File: src/rtl/preg_alloc_ctrl.sv
// Physical-register allocation controller: sizes int/FP freelist reads, grants whole
// rename groups, steers compacted freelist heads to slots and sequences redirect/walk.
module preg_alloc_lane #(
  parameter int FETCH_WIDTH = 4,
  parameter int PREG_WIDTH  = 7,
  parameter int CNT_W       = $clog2(FETCH_WIDTH) + 1,
  parameter int LANE        = 0
) (
  input  logic [FETCH_WIDTH-1:0]            int_we,
  input  logic [FETCH_WIDTH-1:0]            fp_we,
  input  logic [FETCH_WIDTH*PREG_WIDTH-1:0] int_prd,
  input  logic [FETCH_WIDTH*PREG_WIDTH-1:0] fp_prd,
  output logic [PREG_WIDTH-1:0]             prd
);
  logic [CNT_W-1:0] ki, kf;

  // Each slot picks the freelist entry indexed by how many same-class slots sit below it.
  always_comb begin
    ki = '0;
    kf = '0;
    for (int j = 0; j < LANE; j++) begin
      ki = ki + CNT_W'(int_we[j]);
      kf = kf + CNT_W'(fp_we[j]);
    end
    prd = '0;
    if (int_we[LANE])     prd = int_prd[int'(ki)*PREG_WIDTH +: PREG_WIDTH];
    else if (fp_we[LANE]) prd = fp_prd[int'(kf)*PREG_WIDTH +: PREG_WIDTH];
  end
endmodule

module preg_alloc_ctrl #(
  parameter int FETCH_WIDTH = 4,
  parameter int PREG_WIDTH  = 7,
  parameter int CNT_W       = $clog2(FETCH_WIDTH) + 1,
  parameter int PERF_W      = 32
) (
  input  logic                              clk,
  input  logic                              rst,
  input  logic                              req_valid,
  input  logic [FETCH_WIDTH-1:0]            req_int_we,
  input  logic [FETCH_WIDTH-1:0]            req_fp_we,
  output logic                              req_ready,
  output logic [CNT_W-1:0]                  int_rd_num,
  input  logic [FETCH_WIDTH*PREG_WIDTH-1:0] int_prd,
  input  logic                              int_full,
  output logic [CNT_W-1:0]                  fp_rd_num,
  input  logic [FETCH_WIDTH*PREG_WIDTH-1:0] fp_prd,
  input  logic                              fp_full,
  output logic                              alloc_hold,
  input  logic                              redirect,
  input  logic                              walk_done,
  output logic                              out_valid,
  output logic [FETCH_WIDTH*PREG_WIDTH-1:0] out_prd,
  input  logic                              out_ready,
  output logic [PERF_W-1:0]                 int_stall_cnt,
  output logic [PERF_W-1:0]                 fp_stall_cnt
);
  typedef enum logic {NORMAL, WALK} state_t;

  state_t state;
  logic active, space, fire;
  logic [CNT_W-1:0] int_cnt, fp_cnt;
  logic [FETCH_WIDTH-1:0][PREG_WIDTH-1:0] lane_prd;

  always_comb begin
    int_cnt = '0;
    fp_cnt  = '0;
    for (int i = 0; i < FETCH_WIDTH; i++) begin
      int_cnt = int_cnt + CNT_W'(req_int_we[i]);
      fp_cnt  = fp_cnt  + CNT_W'(req_fp_we[i]);
    end
  end

  // Counts deliberately ignore the full flags so the freelists see no loop through us.
  assign active     = req_valid & (state == NORMAL);
  assign int_rd_num = active ? int_cnt : '0;
  assign fp_rd_num  = active ? fp_cnt  : '0;
  assign space      = ~out_valid | out_ready;
  assign fire       = active & ~redirect & ~int_full & ~fp_full & space;
  assign req_ready  = fire;
  assign alloc_hold = ~fire;

  for (genvar g = 0; g < FETCH_WIDTH; g++) begin : g_lane
    preg_alloc_lane #(
      .FETCH_WIDTH(FETCH_WIDTH), .PREG_WIDTH(PREG_WIDTH), .CNT_W(CNT_W), .LANE(g)
    ) u_lane (
      .int_we (req_int_we),
      .fp_we  (req_fp_we),
      .int_prd(int_prd),
      .fp_prd (fp_prd),
      .prd    (lane_prd[g])
    );
  end

  // redirect outranks walk_done so a fresh flush is never lost.
  always_ff @(posedge clk or posedge rst) begin
    if (rst)                                 state <= NORMAL;
    else if (redirect)                       state <= WALK;
    else if (state == WALK && walk_done)     state <= NORMAL;
  end

  always_ff @(posedge clk or posedge rst) begin
    if (rst) begin
      out_valid <= 1'b0;
      out_prd   <= '0;
    end else if (redirect) begin
      out_valid <= 1'b0;
    end else if (fire) begin
      out_valid <= 1'b1;
      out_prd   <= lane_prd;
    end else if (out_ready) begin
      out_valid <= 1'b0;
    end
  end

  always_ff @(posedge clk or posedge rst) begin
    if (rst) begin
      int_stall_cnt <= '0;
      fp_stall_cnt  <= '0;
    end else if (active & space) begin
      if (int_full && int_stall_cnt != '1) int_stall_cnt <= int_stall_cnt + 1'b1;
      if (fp_full  && fp_stall_cnt  != '1) fp_stall_cnt  <= fp_stall_cnt  + 1'b1;
    end
  end
endmodule
File: config.mk
export PLATFORM = sky130hd
export DESIGN_NAME = preg_alloc_ctrl
export DESIGN_NICKNAME = d
export VERILOG_FILES = /design/src/rtl/preg_alloc_ctrl.sv
export SDC_FILE = /design/constraint.sdc
export NUM_CORES = 1
export LEC_CHECK = 0
export BUFFER_PORTS_ARGS = -buffer_cell sky130_fd_sc_hd__buf_2
export CORE_MARGIN = 10
export CORE_UTILIZATION = 32
export CTS_BUF_LIST = sky130_fd_sc_hd__clkbuf_16
export CTS_CLUSTER_DIAMETER = 120
export CTS_CLUSTER_SIZE = 30
export DETAILED_ROUTE_END_ITERATION = 7
export PLACE_DENSITY = 0.58
export SYNTH_ARGS = -nofsm -noshare
export SYNTH_HDL_FRONTEND = slang
export SYNTH_SLANG_ARGS = --single-unit
File: constraint.sdc
create_clock -name clk -period 3.3 [get_ports clk]
set_clock_uncertainty 0.1 [all_clocks]
set_input_delay 0.165 -clock clk [delete_from_list [all_inputs] [get_ports clk]]
set_output_delay 0.165 -clock clk [all_outputs]
set_load 0.1 [all_outputs]
==> run_results.csv <==
group,metric,value,unit
timing,report.final.setup_viol,0,
power,p_switching,2.01,mW
setup_path,worstSetupEndpointType,"flip-flop",
clock_tree,clkTransAtPathRegs,60,ps
yosys,synth_cells,531,
clock_tree,clkLatencyLatePin,350,ps
clock_tree,cts_resized,0,
die,floorplan.die.height,152,um
grt,grt-ovfl-total,0,
timing,rsz0062_at_grt,"false",
final_layout,fin_area,0.00707,mm2
drt,dr.first_iter.drc_count,324,
clock_tree,cts-root-buf,"clkbuf_16",
timing,fmax,369,MHz
yosys,yosysSeqAreaShare,41.9,%
power,combPwrFrac,42.5,%
placement,io_buffers,172,
clock_tree,tritoncts,"built",
grt,grt_max_degree,51,
drt,first_pass_iters,5,
clock_tree,cts.sinks,94,
yosys,synth_area_leaders,"dfrtp_1, mux4_2, xor2_1",
drt,routed_via_density,5.36,
yosys,syn-cell-area,0.00561,mm2
drt,wl,18800,um
timing,setup_tns,0,ps
drt,drt-wirelength-per-cell,20.2,um
power,powerDensity,587,mW/mm2
min_path,holdCritPathClass,"in2reg",
die,core,0.0172,mm2
setup_path,worst-setup-path-type,"reg2reg",
yosys,yosys_register_bits,94,
setup_path,cp.required,3460,ps
power,pwr-share-seq,34.4,%
grt,grtUsageTotal,15.9,%
grt,grt_pass1_wl,30000,um
drt,route.detailed.drc,0,
setup_path,worstPathArrival,2870,ps
final_layout,area_delta_synth_final,26.0,%
clock_tree,cts_htree_levels,3,
power,clockPowerShare,23.1,%
final_layout,nFillCells,1696,
die,fp.dieW,152,um
final_layout,nets,789,
min_path,hold_depth,3,
setup_path,reg2reg_depth,6,
setup_path,start_kind,"flip-flop",
final_layout,drive_above_1_share,35.4,%
timing,slew_violations,0,
clock_tree,cts_buffer_depth,2,
setup_path,critPathMaxFanout,8,
drt,postRouteAntennaNets,0,
yosys,yosysTopAreaCell,"dfrtp_1",
yosys,synth.avg_cell_area,10.6,um2
grt,grt_pass1_vias,5192,
drt,vias,4992,
die,initial_utilization,32.5,%
yosys,ys_warn_count,0,
timing,hold_violations,0,
clock_tree,numCtsBuffers,9,
placement,gp_congestion,0.991,
final_layout,multiInputGateArea,0.00311,mm2
outcome,status,"complete, no violations",
power,p_leak,3.35,nW
timing,max_slew_margin,42.4,%
timing,period_needed,2710,ps
die,die-area,0.0232,mm2
placement,hpwl,15000,um
placement,dp_cells,914,
final_layout,final_cell_count_no_fill,932,
yosys,syn_nets,617,
timing,worst_pin_slew,857,ps
power,peakVddDrop,0.411,mV
placement,postPlaceCellArea,0.00678,mm2
die,rows,48,
job,max_cap_viol_count,0,
final_layout,seq_area,0.00235,mm2
yosys,yosysTopAreaCellShare,41.9,%
timing,post-route-period-util,82.0,%
die,io_pins,173,
power,cell_internal_pwr,2.14,mW
final_layout,final_core_util,41.0,%
final_layout,num_antenna_cells,0,
yosys,netlist-cell-type-count,46,
power,switching_share,48.4,%
grt,antenna_found_initial,0,
metal layers:
metal | vias to the layer above | track usage, % | share of wire, %
met1 | 2440 | 20.0 | 43
met4 | 0 | 5.46 | 2.1
met3 | 23 | 5.08 | 9.2
met2 | 234 | 25.0 | 46
li1 | 2295 | - | -
met5 | - | 0 | 0
registers in the layout, indices dropped and copies added (netlist names):
name and cells:
fp_stall_cnt 32, out_prd 28, out_valid 1, state 1, int_stall_cnt 32
layout make-up:
type                    count  share of cell area [%]
flip-flops and latches     94                    33.3
well taps                 225                    3.98
multi-input cells         399                    44.0
repair buffers            186                    14.4
inverters                  13                   0.708
clock inverters             6                   0.443
clock buffers               9                    3.19
power groups by stage:
stage                     Clock (mW)  Combinational [mW]  Sequential [mW]
after floorplan                    0               0.384             2.43
final                          0.960                1.76             1.43
after global routing            1.04                1.85             1.45
after global placement             0                1.76             1.43
after detailed placement           0                1.78             1.44
after CTS                      0.984                1.78             1.43
final timing paths:
check	to	slack [ps]	startpoint
worst max-delay path	fp_stall_cnt[30]	590	fp_stall_cnt[0]
worst max register to register	fp_stall_cnt[30]	590	fp_stall_cnt[0]
min in group asynchronous	fp_stall_cnt[11]	390	rst
worst min-delay path	out_valid	50	fp_full
max in group asynchronous	out_prd[19]	1960	rst
worst min register to register	out_prd[13]	370	out_prd[13]
logic make-up after synthesis:
kind of cell    share of synthesized area, %
compound gates                          7.21
xor+xnor                                8.74
fa+ha+maj                               3.66
buf+inv                                 2.72
flops                                   41.9
mux                                     14.8
simple gates                            20.9
layout by cell type (no fill, tap or decap), drive strengths merged, types with 19 or more instances in the layout:
cell type,Yosys,routed
xnor2,26,26
mux4,28,28
nor3,19,19
dfrtp,94,94
nand4,19,19
o21ai,28,28
xor2,30,30
nand2,59,59
a22oi,21,21
nand3,30,30
nor2,28,28
buf,11,183
cells in the mapped netlist (all sizes together):
cell type,count
a41o,1
a21o,1
or2,1
nor4,13
ha,10
a2bb2oi,1
fa,4
or4b,2
or3,3
mux2,16
clkbuf,14
nand2,59
xnor2,26
nor2b,4
xor2,30
mux2i,2
and4,6
nor4bb,1
o21a,1
o21ba,1
nor4b,4
nand3,30
a31oi,2
or4,6
mux4,28
nor2,28
inv,13
nor3,19
a21oi,10
a22oi,21
dfrtp,94
and2,8
nand4,19
o21ai,28
and3,8
nor3b,4
nand2b,2
buf,11
through the flow:
step	total power, mW	setup WS (ps)	hold slack, ps
after CTS	4.19	580	32.2
after detailed placement	3.22	609	260
after global routing	4.33	412	53.8
after global placement	3.20	672	241
after floorplan	2.82	183	128
final	4.15	593	52.7
critical path, cell delays in order, from the launching register on:
cell	delay, ps
dfrtp_1	430
ha_1	210
nand4_1	250
or4b_1	610
or2_0	420
nor4_1	430
xor2_1	180
what timing repair did:
item	CTS	global route
setup buffers	0	0
hold buffers	3	0
endpoints found under the hold margin	46	0
(Power assumes the default switching activity.)
